===== config.mk =====
export PLATFORM = sky130hd
export DESIGN_NAME = cache_arbiter_flat
export DESIGN_NICKNAME = d
export VERILOG_FILES = /design/src/rtl/cache_arbiter_if.sv /design/src/rtl/cache_arbiter.sv /design/src/flat_wrapper.sv
export SDC_FILE = /design/constraint.sdc
export NUM_CORES = 1
export LEC_CHECK = 0
export ABC_AREA = 0
export CORE_AREA = 4 4 531 533
export CTS_BUF_LIST = sky130_fd_sc_hd__clkbuf_4 sky130_fd_sc_hd__clkbuf_8 sky130_fd_sc_hd__clkbuf_16
export CTS_CLUSTER_DIAMETER = 50
export DETAILED_ROUTE_END_ITERATION = 10
export DIE_AREA = 0 0 535 537
export PLACE_DENSITY_LB_ADDON = 0.05
export SETUP_SLACK_MARGIN = 0.2
export SYNTH_ARGS = -nofsm -noshare
export SYNTH_HDL_FRONTEND = slang
export SYNTH_SLANG_ARGS = --single-unit

===== constraint.sdc =====
create_clock -name clk -period 2.01 [get_ports clk]
set_clock_uncertainty 0.15 [all_clocks]
set_input_delay 0.402 -clock clk [delete_from_list [all_inputs] [get_ports clk]]
set_output_delay 0.402 -clock clk [all_outputs]
set_load 0.01 [all_outputs]

===== src/rtl/cache_arbiter_if.sv =====
// cache_arbiter_if: requester and memory-side buses of the cache arbiter.
// slave = arbiter view, master = caches plus memory view.
interface cache_arbiter_if #(
  parameter int LINE_WIDTH = 256
);
  logic                  i_read;
  logic [31:0]           i_address;
  logic [LINE_WIDTH-1:0] i_rdata;
  logic                  i_resp;
  logic                  d_read;
  logic                  d_write;
  logic [31:0]           d_address;
  logic [LINE_WIDTH-1:0] d_wdata;
  logic [LINE_WIDTH-1:0] d_rdata;
  logic                  d_resp;
  logic                  m_read;
  logic                  m_write;
  logic [31:0]           m_address;
  logic [LINE_WIDTH-1:0] m_wdata;
  logic [LINE_WIDTH-1:0] m_rdata;
  logic                  m_resp;

  modport slave (
    input  i_read, i_address,
    output i_rdata, i_resp,
    input  d_read, d_write, d_address, d_wdata,
    output d_rdata, d_resp,
    output m_read, m_write, m_address, m_wdata,
    input  m_rdata, m_resp
  );

  modport master (
    output i_read, i_address,
    input  i_rdata, i_resp,
    output d_read, d_write, d_address, d_wdata,
    input  d_rdata, d_resp,
    input  m_read, m_write, m_address, m_wdata,
    output m_rdata, m_resp
  );
endinterface


===== src/rtl/cache_arbiter.sv =====
// cache_arbiter: shares one memory port between I and D caches.
// Alternating priority on contention; operands latched at grant.
module cache_arbiter #(
  parameter int LINE_WIDTH = 256
) (
  input logic            clk,
  input logic            rst,
  cache_arbiter_if.slave bus
);

  typedef enum logic [1:0] {
    IDLE,
    SERV_I,
    SERV_D
  } state_t;

  state_t                state;
  logic                  last_d;
  logic [31:0]           addr_q;
  logic [LINE_WIDTH-1:0] wdata_q;
  logic                  m_read_q;
  logic                  m_write_q;

  logic i_pend;
  logic d_pend;
  logic grant_i;
  logic grant_d;

  // D wins unless I is also pending and D was served last
  always_comb begin
    i_pend  = bus.i_read;
    d_pend  = bus.d_read | bus.d_write;
    grant_d = d_pend & (~i_pend | ~last_d);
    grant_i = i_pend & ~grant_d;
  end

  // arbitration FSM; strobes and operands captured at grant
  always_ff @(posedge clk) begin
    if (rst) begin
      state     <= IDLE;
      last_d    <= 1'b0;
      addr_q    <= '0;
      wdata_q   <= '0;
      m_read_q  <= 1'b0;
      m_write_q <= 1'b0;
    end else begin
      unique case (state)
        IDLE: begin
          unique case (1'b1)
            grant_d: begin
              state     <= SERV_D;
              addr_q    <= bus.d_address;
              wdata_q   <= bus.d_wdata;
              m_read_q  <= ~bus.d_write;
              m_write_q <= bus.d_write;
            end
            grant_i: begin
              state     <= SERV_I;
              addr_q    <= bus.i_address;
              m_read_q  <= 1'b1;
              m_write_q <= 1'b0;
            end
            default: ;
          endcase
        end
        SERV_I: begin
          if (bus.m_resp) begin
            state     <= IDLE;
            last_d    <= 1'b0;
            m_read_q  <= 1'b0;
            m_write_q <= 1'b0;
          end
        end
        SERV_D: begin
          if (bus.m_resp) begin
            state     <= IDLE;
            last_d    <= 1'b1;
            m_read_q  <= 1'b0;
            m_write_q <= 1'b0;
          end
        end
        default: state <= IDLE;
      endcase
    end
  end

  assign bus.m_read    = m_read_q;
  assign bus.m_write   = m_write_q;
  assign bus.m_address = addr_q;
  assign bus.m_wdata   = wdata_q;

  assign bus.i_resp  = (state == SERV_I) & bus.m_resp;
  assign bus.d_resp  = (state == SERV_D) & bus.m_resp;
  assign bus.i_rdata = bus.m_rdata;
  assign bus.d_rdata = bus.m_rdata;

endmodule

===== src/flat_wrapper.sv =====
// flat-port wrapper written by rule: the top's interface ports become plain ports
module cache_arbiter_flat 
#(
  parameter int LINE_WIDTH = 256
)
  (clk, rst, bus_i_read, bus_i_address, bus_i_rdata, bus_i_resp, bus_d_read, bus_d_write, bus_d_address, bus_d_wdata, bus_d_rdata, bus_d_resp, bus_m_read, bus_m_write, bus_m_address, bus_m_wdata, bus_m_rdata, bus_m_resp);
  cache_arbiter_if #(.LINE_WIDTH(LINE_WIDTH)) bus_i ();
  input logic clk;
  input logic rst;
  input wire logic [$bits(bus_i.i_read)-1:0] bus_i_read;
  input wire logic [$bits(bus_i.i_address)-1:0] bus_i_address;
  output wire logic [$bits(bus_i.i_rdata)-1:0] bus_i_rdata;
  output wire logic [$bits(bus_i.i_resp)-1:0] bus_i_resp;
  input wire logic [$bits(bus_i.d_read)-1:0] bus_d_read;
  input wire logic [$bits(bus_i.d_write)-1:0] bus_d_write;
  input wire logic [$bits(bus_i.d_address)-1:0] bus_d_address;
  input wire logic [$bits(bus_i.d_wdata)-1:0] bus_d_wdata;
  output wire logic [$bits(bus_i.d_rdata)-1:0] bus_d_rdata;
  output wire logic [$bits(bus_i.d_resp)-1:0] bus_d_resp;
  output wire logic [$bits(bus_i.m_read)-1:0] bus_m_read;
  output wire logic [$bits(bus_i.m_write)-1:0] bus_m_write;
  output wire logic [$bits(bus_i.m_address)-1:0] bus_m_address;
  output wire logic [$bits(bus_i.m_wdata)-1:0] bus_m_wdata;
  input wire logic [$bits(bus_i.m_rdata)-1:0] bus_m_rdata;
  input wire logic [$bits(bus_i.m_resp)-1:0] bus_m_resp;
  assign bus_i.i_read = bus_i_read;
  assign bus_i.i_address = bus_i_address;
  assign bus_i_rdata = bus_i.i_rdata;
  assign bus_i_resp = bus_i.i_resp;
  assign bus_i.d_read = bus_d_read;
  assign bus_i.d_write = bus_d_write;
  assign bus_i.d_address = bus_d_address;
  assign bus_i.d_wdata = bus_d_wdata;
  assign bus_d_rdata = bus_i.d_rdata;
  assign bus_d_resp = bus_i.d_resp;
  assign bus_m_read = bus_i.m_read;
  assign bus_m_write = bus_i.m_write;
  assign bus_m_address = bus_i.m_address;
  assign bus_m_wdata = bus_i.m_wdata;
  assign bus_i.m_rdata = bus_m_rdata;
  assign bus_i.m_resp = bus_m_resp;
  cache_arbiter #(.LINE_WIDTH(LINE_WIDTH)) u_core (.clk(clk), .rst(rst), .bus(bus_i));
endmodule

==> reports/summary.md, run 1 <==
CTS placed an instance of sky130_fd_sc_hd__clkbuf_16 at the clock tree root. The sequential power share came out at 24.3%. The tools report the number of global-route vias before repair as 14997.

Number of sinks driven by the clock tree: 293. Dividing the synthesized area by the synthesized cell count gives 8.97 µm². Capture instance of the worst register-to-register path: u_core.bus.m_wdata[35]$_SDFFE_PP0P_. Based on the critical path, the design can be clocked at up to 495 MHz.

The area share of the largest cell type after synthesis is 35.7%, and the count of fill cells added during filler insertion is 31781. Using the TritonRoute via totals, the vias-per-cell ratio works out to 2.41. Of the post-synthesis cell area, the part taken by muxes is 0%. The Yosys step of the flow raised 0 warnings.

The total of buffers placed on input and output ports came out at 617. The synthesized netlist occupies a cell area of 16400 µm². The residual overflow from global routing is 0.

The final reports fail on setup timing. Net switching is 29.7% of the power. STA classifies the critical path startpoint as a flop. For the flip-flop and latch area, the log shows 6200 µm².

Setup repair after global routing could not meet its margin everywhere. The fraction of synthesized cell area in xor and xnor cells works out to 0%. Yosys mapped a number of flops with a built-in enable equal to 0.

The core region is 276000 µm². At the end of routability-driven placement, the weighted congestion stood at 0.642. The worst hold path was traced through 3 stages. At the worst endpoint, the required time is 1460 ps. Fraction of layout cells with a size suffix above 1: 45.4%.

Counting flops and latches in the post-synthesis netlist gives 293. The tools report the maximum vdd drop as 0.554 mV. Among all cell types in the netlist, the one instantiated most often is sky130_fd_sc_hd__buf_4. The worst-case clock buffer depth was 3. The power density over the cells is 1020 nW/µm², and the initial antenna violation count is 35. The number of ports placed on the die boundary is 1386.

The flow ran to the end, but the final reports show violations. The class of the tightest hold or removal check is in2reg. In the final timing run, aggregate negative setup slack is -26.4 ps. The die covers 287000 µm². The clock latency on the worst-skew pair is 680 ps, and the post-synthesis adder-cell area fraction is 0.229%. The detail route stage leaves a number of antenna-violating nets equal to 0.

The startpoint-to-endpoint class of the critical path was reg2out. In this run, the clock network consumes 52.7% of the power. The count of maximum capacitance violations was 0. The final critical path takes up 100% of the cycle. Of all flip-flops after synthesis, the portion carrying an async set or reset was 0%. The worst reg2reg path startpoint is u_core.state[0]$_SDFFE_PP0P_. The worst hold path begins at bus_d_wdata[104]. Layout net count: 2630. The worst register-to-register path has a depth of 9. For the number of placement rows, the log shows 193. Ranked by instance count, the synthesized netlist is headed by 543 x sky130_fd_sc_hd__buf_4, 293 x sky130_fd_sc_hd__dfxtp_1, 257 x sky130_fd_sc_hd__nand2b_1, 257 x sky130_fd_sc_hd__nand4b_1, 256 x sky130_fd_sc_hd__o21ai_0.

For the final count of pins violating max slew, the log shows 0. By area the synthesized netlist is led by sky130_fd_sc_hd__dfxtp_1 36%, sky130_fd_sc_hd__buf_4 25%, sky130_fd_sc_hd__nand4b_1 14%, sky130_fd_sc_hd__nand2b_1 9.8%, sky130_fd_sc_hd__o21ai_0 7.8%. In the final routed layout, each cell accounts on average for 18.4 µm. The run gives 35.7% as the sequential-to-total area share from yosys stat. For this block, the initial DRC count from the detailed router was 582. The synthesis-to-layout area growth is 76.0%, and the effective utilization at floorplan is 5.94%. Fraction of power consumed by combinational cells: 23.0%. The H-tree was split into 3 levels. Clock tree synthesis inserted a total of 97 buffers. For hold timing, the worst endpoint is u_core.bus.m_wdata[104]$_SDFFE_PP0P_. Yosys mapped the design onto 33 distinct sky130hd cell types.

Measured along the x axis, the die boundary spans 535 µm. The number of nets in the synthesized netlist is 2416. The multi-input combinational cells in the finished layout cover a total of 6220 µm². The wire length reported by the detailed router was 107000 µm; the transition time of the tightest slew-check pin was 523 ps. Setup violations remaining at the end of the flow were counted as 4. Global routing used 6.62% of the available tracks. Entering global routing, the biggest net connects 81 pins.

From bottom edge to top edge, the die measures 537 µm. The primary flip-flop cell chosen by synthesis mapping was sky130_fd_sc_hd__dfxtp_1. By area, the combinational part of the netlist is dominated by buffers and inverters. In this run the worst path has a maximum fanout of 2. The placed wire-length estimate was 74600 µm. TritonCTS built the clock tree. Cell internal power was estimated by the tool at 20.7 mW. Before antenna repair, the detailed router went through 5 iterations. For the worst setup path, the data arrival time is 1470 ps. The count of vias placed by the detailed router is 14036. In this run the power spent charging and discharging nets is 8.77 mW.

The setup check on the worst reg-to-reg path leaves a slack of -10 ps. Count of final hold-check violations: 0. Summing the areas of all compound-gate instances in the mapped netlist gives 10.3% of the synthesized area. The tools report the synthesized instance count as 1831. After clock tree synthesis, the clock-pin slew on the worst setup and hold paths is 40 ps. Largest area contributor in the synthesized netlist: sky130_fd_sc_hd__dfxtp_1.

After Yosys synthesis, and, or, nand and nor cells account for 25.4% of the synthesized area. The number of placed instances with taps included is 5569. After detailed routing, the number of remaining DRC violations is 0. For the finished layout, the period the worst path requires is 2020 ps. STA classifies the critical path endpoint as an output pin. The post-layout worst setup margin was -9.58 ps; the final instance count without filler cells was 5836.

The worst slew margin relative to its limit is 65.1%. The first-pass GRT wire length came out at 134000 µm. In this run the static leakage power is 10.1 nW.
-- routing by layer --
| layer | global-route usage [%] | wire length [µm] | part of all wire (%) |
|---|---|---|---|
| met2 | 10.9 | 49800 | 46 |
| met1 | 6.79 | 40600 | 38 |
| met5 | 0 | 137 | 0.13 |
| met3 | 3.36 | 10900 | 10 |
| met4 | 3.86 | 5890 | 5.5 |
-- registers in the layout, summed over array words and instances, names as in the netlist --
name                  count
u_core.bus.m_write        1
u_core.last_d             1
u_core.bus.m_read         1
u_core.bus.m_address     32
u_core.bus.m_wdata      256
u_core.state              2
-- final cells by class --
type | instances | share of cell area, %
Clock inverter | 25 | 1.27
Sequential cell | 293 | 21.4
Timing Repair Buffer | 784 | 29.3
Inverter | 4 | 0.0606
Antenna cell | 11 | 0.0952
Clock buffer | 149 | 10.3
Multi-Input combinational cell | 865 | 21.5
Tap cell | 3705 | 16.0
-- metrics by stage --
| stage | cell area, µm² | worst slack [ps] | utilization, % | total power, mW | hold WS [ps] |
|---|---|---|---|---|---|
| 3_5_place_dp | 23700 | -609 | 8.57 | 12.8 | 315 |
| 3_3_place_gp | 23700 | -622 | 8.57 | 12.9 | 312 |
| 6_report | 28900 | -9.58 | 10.5 | 29.5 | 130 |
| 2_1_floorplan | 16400 | 212 | - | 9.97 | 320 |
| 5_1_grt | 28900 | -149 | 10.4 | 31.3 | 59.6 |
| 4_1_cts | 27800 | -166 | 10.1 | 29.4 | 16.0 |
-- logic make-up (layout without fill, tap and decap cells) --
logic type,Yosys count,in the layout
compound gates,299,299
other cells,0,11
flops,293,293
simple gates,563,563
fa+ha+maj,3,3
buf+inv,673,962
-- layout by cell type (no fill, tap or decap), types with 4 or more instances in the layout --
cell	instances
sky130_fd_sc_hd__nand4b_1	257
sky130_fd_sc_hd__buf_6	229
sky130_fd_sc_hd__a221o_1	32
sky130_fd_sc_hd__dfxtp_1	38
sky130_fd_sc_hd__clkbuf_16	114
sky130_fd_sc_hd__clkdlybuf4s50_1	324
sky130_fd_sc_hd__buf_16	8
sky130_fd_sc_hd__diode_2	11
sky130_fd_sc_hd__and3_1	32
sky130_fd_sc_hd__bufinv_16	4
sky130_fd_sc_hd__dfxtp_2	250
sky130_fd_sc_hd__buf_12	41
sky130_fd_sc_hd__o21ai_2	60
sky130_fd_sc_hd__clkbuf_8	25
sky130_fd_sc_hd__o21ai_0	135
sky130_fd_sc_hd__buf_2	42
sky130_fd_sc_hd__buf_4	87
sky130_fd_sc_hd__buf_8	12
sky130_fd_sc_hd__dfxtp_4	5
sky130_fd_sc_hd__clkbuf_4	27
sky130_fd_sc_hd__clkinv_16	4
sky130_fd_sc_hd__clkinv_2	14
sky130_fd_sc_hd__clkbuf_2	21
sky130_fd_sc_hd__nand2b_1	257
sky130_fd_sc_hd__o21ai_1	63
-- power by group through the flow --
stage               clock, mW  combinational [mW]  sequential, mW
detailed placement          0                5.75            7.06
global route             16.6                7.40            7.28
CTS                      16.4                5.87            7.15
global placement            0                5.82            7.07
floorplan                   0                2.67            7.30
finish                   15.5                6.78            7.18
-- worst max-delay path: stages, from the launching register on --
cell and delay (ps):
sky130_fd_sc_hd__dfxtp_2 320, sky130_fd_sc_hd__buf_6 110, sky130_fd_sc_hd__ha_4 150, sky130_fd_sc_hd__nand2_4 50, sky130_fd_sc_hd__inv_2 30, sky130_fd_sc_hd__buf_6 120
-- how the worst max path moves through the flow --
stage,startpoint,end,slack [ps],cells after the start
finish,u_core.state[0]$_SDFFE_PP0P_,bus_i_resp,-10,5
global route,u_core.state[0]$_SDFFE_PP0P_,bus_d_resp,-150,4
CTS,u_core.state[0]$_SDFFE_PP0P_,bus_d_resp,-170,4
detailed placement,bus_d_read,u_core.bus.m_wdata[180]$_SDFFE_PP0P_,-610,6
global placement,bus_d_write,u_core.bus.m_wdata[245]$_SDFFE_PP0P_,-620,6
floorplan,u_core.state[0]$_SDFFE_PP0P_,u_core.bus.m_address[10]$_SDFFE_PP0P_,210,8
-- timing repair --
action | CTS | global route
resized for setup | 1517 | 581
setup buffers | 35 | 25
setup endpoints to repair | 583 | 422
endpoints found under the hold margin | 3 | 0
hold buffers | 1 | 0
cloned | 0 | 21
pin swaps | 15 | 40
Power figures use the tool's default switching activity.
==> run 2, diff against run 1 <==
--- a/config.mk
+++ b/config.mk
@@ -13,4 +13,5 @@
 export DIE_AREA = 0 0 535 537
 export PLACE_DENSITY_LB_ADDON = 0.05
+export RECOVER_POWER = 25
 export SETUP_SLACK_MARGIN = 0.2
 export SYNTH_ARGS = -nofsm -noshare
--- a/constraint.sdc
+++ b/constraint.sdc
@@ -3,3 +3,3 @@
 set_input_delay 0.402 -clock clk [delete_from_list [all_inputs] [get_ports clk]]
 set_output_delay 0.402 -clock clk [all_outputs]
-set_load 0.01 [all_outputs]
+set_load 0.05 [all_outputs]
==> run 2 against run 1 <==
The run still ends with setup timing left. Flip-flop and latch count stayed put. Sequential power is 2% higher. First-iteration DRC count is 3.6% lower. Non-clock buffer count is 80 higher. Clock-buffer cell count is 9 higher. Setup slack worse by 66 ps. Critical path type is now reg2reg. Critical endpoint is now u_core.bus.m_wdata[65]$_SDFFE_PP0P_. Largest power group unchanged.
==> reports/summary.md, run 2 (synthesized netlist as in run 1, its figures left out) <==
Counting I/O delays and the setup requirement, the final critical path takes 2090 ps. The number of placement rows is 193. The per-cell routed wire length works out to 18.9 µm. Of the total power, the clock network draws 46.0%.

The run finished, with violations left. IR analysis of the VDD net gives a maximum drop of 0.579 mV. The clock drives 293 sinks.

For the wire length reported by the detailed router, the log shows 112000 µm. The setup path with the least slack is of type reg2reg. For the pin with the worst max-slew slack, the measured transition is 514 ps. The tools report the TritonCTS buffer count as 101. The floorplan step set the die height to 537 µm. The tightest hold path in the finished design has a slack of 150 ps. The longest clock path from root to sink contains 3 buffers. For the maximum level of the CTS H-tree, the log shows 3.

Max-cap violations in this run came to 0. The critical path's top delay family is buffers and inverters. Final sum of negative setup slack: -2480 ps. Clock-pin slew was measured on the worst setup and hold paths at 40 ps. The number of nets with antenna violations after routing was 0. The detailed router placed 14488 vias in this run. The library cells used most frequently in the layout, excluding fill and tap cells, are 324 x sky130_fd_sc_hd__clkdlybuf4s50_1, 257 x sky130_fd_sc_hd__nand2b_1, 257 x sky130_fd_sc_hd__nand4b_1. In this run the horizontal extent of the chip is 535 µm. Setup violations remaining at the end of the flow were counted as 74. In the global route stage, overall resource usage came out at 6.84%. For this run, design rule violations remaining after detail routing come to 0. For the count of final hold-check violations, the log shows 0. The initial utilization of the core area, before any placement, comes to 5.94%. The residual overflow from global routing is 0. The worst reg2reg path startpoint was u_core.state[0]$_SDFFE_PP0P_. The count of buffers added on input and output ports is 617. The maximum single-stage delay on the critical path is 350 ps, and the core area is 276000 µm². The first global-routing pass estimated 137000 µm of wire. The analysis attributes to net switching a power of 11.6 mW.

The fraction of power consumed by combinational cells is 32.6%. The logs give 74100 µm for the placed wire-length estimate and -75.5 ps for the post-layout worst setup margin. The startpoint identified for the worst hold timing path is bus_d_wdata[21].

The checks that failed: setup timing. Together, buffers and inverters on the worst path number 8. Initial antenna violation count: 25.

At the later pin of the worst-skew pair, clock insertion delay measures 690 ps. For the number of detailed-route iterations in the first pass, the log shows 4. The final count of pins violating max slew was 0. Entering global routing, the biggest net connects 63 pins. The switching share of power came out at 34.0%.

The cell sitting at the root of the clock tree is a sky130_fd_sc_hd__clkbuf_16. The internal power of the cells was 22.5 mW; the violation count after the first detailed-routing iteration was 561. The worst setup path is launched from a flop. The run gives 2480 ps as the worst endpoint required time.

The cell type of the slowest stage on the worst timing path is sky130_fd_sc_hd__dfxtp_2. The worst setup path is captured at a flop. The fraction of layout cells with a size suffix above 1 is 51.0%.

The via density per instance is 2.45. The most common library cell in the layout ignoring fill and taps is sky130_fd_sc_hd__clkdlybuf4s50_1. The class of the tightest hold or removal check is in2reg.

The peak clock frequency supported by timing was 480 MHz. The filler cells instantiated in the layout total 31544. For the number of global-route vias before repair, the log shows 15107.

Power spread over the standard cell area amounts to 1060 nW/µm². In this run the count of I/O pins placed on the die edge is 1386. Summed over all cells, the static leakage comes to 11.3 nW. The net count of the finished layout is 2714. The share of total power dissipated in sequential elements is 21.4%. The register with the most flip-flops in the layout has 256 of them.

The area of all placed cells without fillers came out at 32200 µm². Setup repair after global routing could not meet its margin everywhere. The final estimated routing congestion in global placement is 0.654. Walking the worst path, the cells encountered are inv_2 -> buf_4 -> buf_6 -> ha_4 -> buf_8 -> and2_4 -> buf_12 -> buf_16 -> buf_12 -> clkbuf_16 -> o21ai_2.

The tools report the data arrival at the endpoint of the critical path as 2560 ps. Synthesis-to-layout area growth: 96.0%. The die covers 287000 µm². Of the available clock period, the critical path in the final layout requires 104%. The most critical setup path has its startpoint at u_core.state[0]$_SDFFE_PP0P_.

The maximum fanout along the worst path works out to 6. TritonCTS built the clock tree. Measured against its own limit, the worst slew margin works out to 65.7%.

The post-placement cell area was 23000 µm². The most numerous cell type found on the critical path is sky130_fd_sc_hd__buf_12.
==> run 2: per-layer routing <==
metal / up-vias / part of all wire, % / GRT usage (%)
li1: 6515 / - / -
met1: 6873 / 38 / 7.26
met2: 731 / 48 / 11.3
met3: 351 / 9.1 / 3.09
met4: 18 / 5.1 / 3.82
met5: - / 0.092 / 0
==> run 2: layout make-up <==
| type | instances | area [µm²] | share of cell area, % |
|---|---|---|---|
| Antenna cell | 7 | 17.5 | 0.0544 |
| Inverter | 4 | 17.5 | 0.0544 |
| Timing Repair Buffer | 864 | 11300 | 35.1 |
| Multi-Input combinational cell | 865 | 6650 | 20.7 |
| Clock inverter | 25 | 235 | 0.730 |
| Clock buffer | 158 | 3160 | 9.80 |
| Tap cell | 3705 | 4640 | 14.4 |
| Sequential cell | 293 | 6170 | 19.2 |
==> run 2: final timing paths <==
| path | to | slack (ps) | cells after the start |
|---|---|---|---|
| min | u_core.bus.m_wdata[21]$_SDFFE_PP0P_ | 150 | 3 |
| max | u_core.bus.m_wdata[65]$_SDFFE_PP0P_ | -80 | 11 |
| min reg2reg | u_core.bus.m_wdata[30]$_SDFFE_PP0P_ | 310 | 2 |
| max reg2reg | u_core.bus.m_wdata[65]$_SDFFE_PP0P_ | -80 | 11 |
==> run 2: worst reg2reg max path, stage by stage, from the launching register on <==
cell,delay (ps)
sky130_fd_sc_hd__dfxtp_2,350
sky130_fd_sc_hd__inv_2,60
sky130_fd_sc_hd__buf_4,130
sky130_fd_sc_hd__buf_6,110
sky130_fd_sc_hd__ha_4,160
sky130_fd_sc_hd__buf_8,120
sky130_fd_sc_hd__and2_4,160
sky130_fd_sc_hd__buf_12,160
sky130_fd_sc_hd__buf_16,170
sky130_fd_sc_hd__buf_12,190
sky130_fd_sc_hd__clkbuf_16,180
sky130_fd_sc_hd__o21ai_2,110
==> run 2: through the flow <==
stage	setup slack, ps	utilization [%]	std cells	power [mW]
6_report	-75.5	11.6	5921	34.0
5_1_grt	-169	11.6	5914	35.8
4_1_cts	-186	10.9	5856	33.5
3_5_place_dp	-514	8.33	5570	14.7
3_3_place_gp	-518	8.33	5570	14.8
2_1_floorplan	212	-	1831	13.7
==> run 2: repair_timing <==
| item | in CTS | in global routing |
|---|---|---|
| setup buffers | 86 | 12 |
| gates cloned | 17 | 47 |
| pin swaps | 46 | 145 |
| resized for setup | 873 | 348 |
| hold buffers | 0 | 0 |
| endpoints found under the setup margin | 559 | 584 |
==> run 2: power groups by stage <==
stage / Clock, mW / Sequential [mW] / Combinational (mW)
floorplan: 0 / 9.37 / 4.38
global placement: 0 / 7.09 / 7.67
detailed placement: 0 / 7.08 / 7.61
CTS: 16.5 / 7.31 / 9.70
global route: 16.7 / 7.39 / 11.8
finish: 15.6 / 7.29 / 11.1
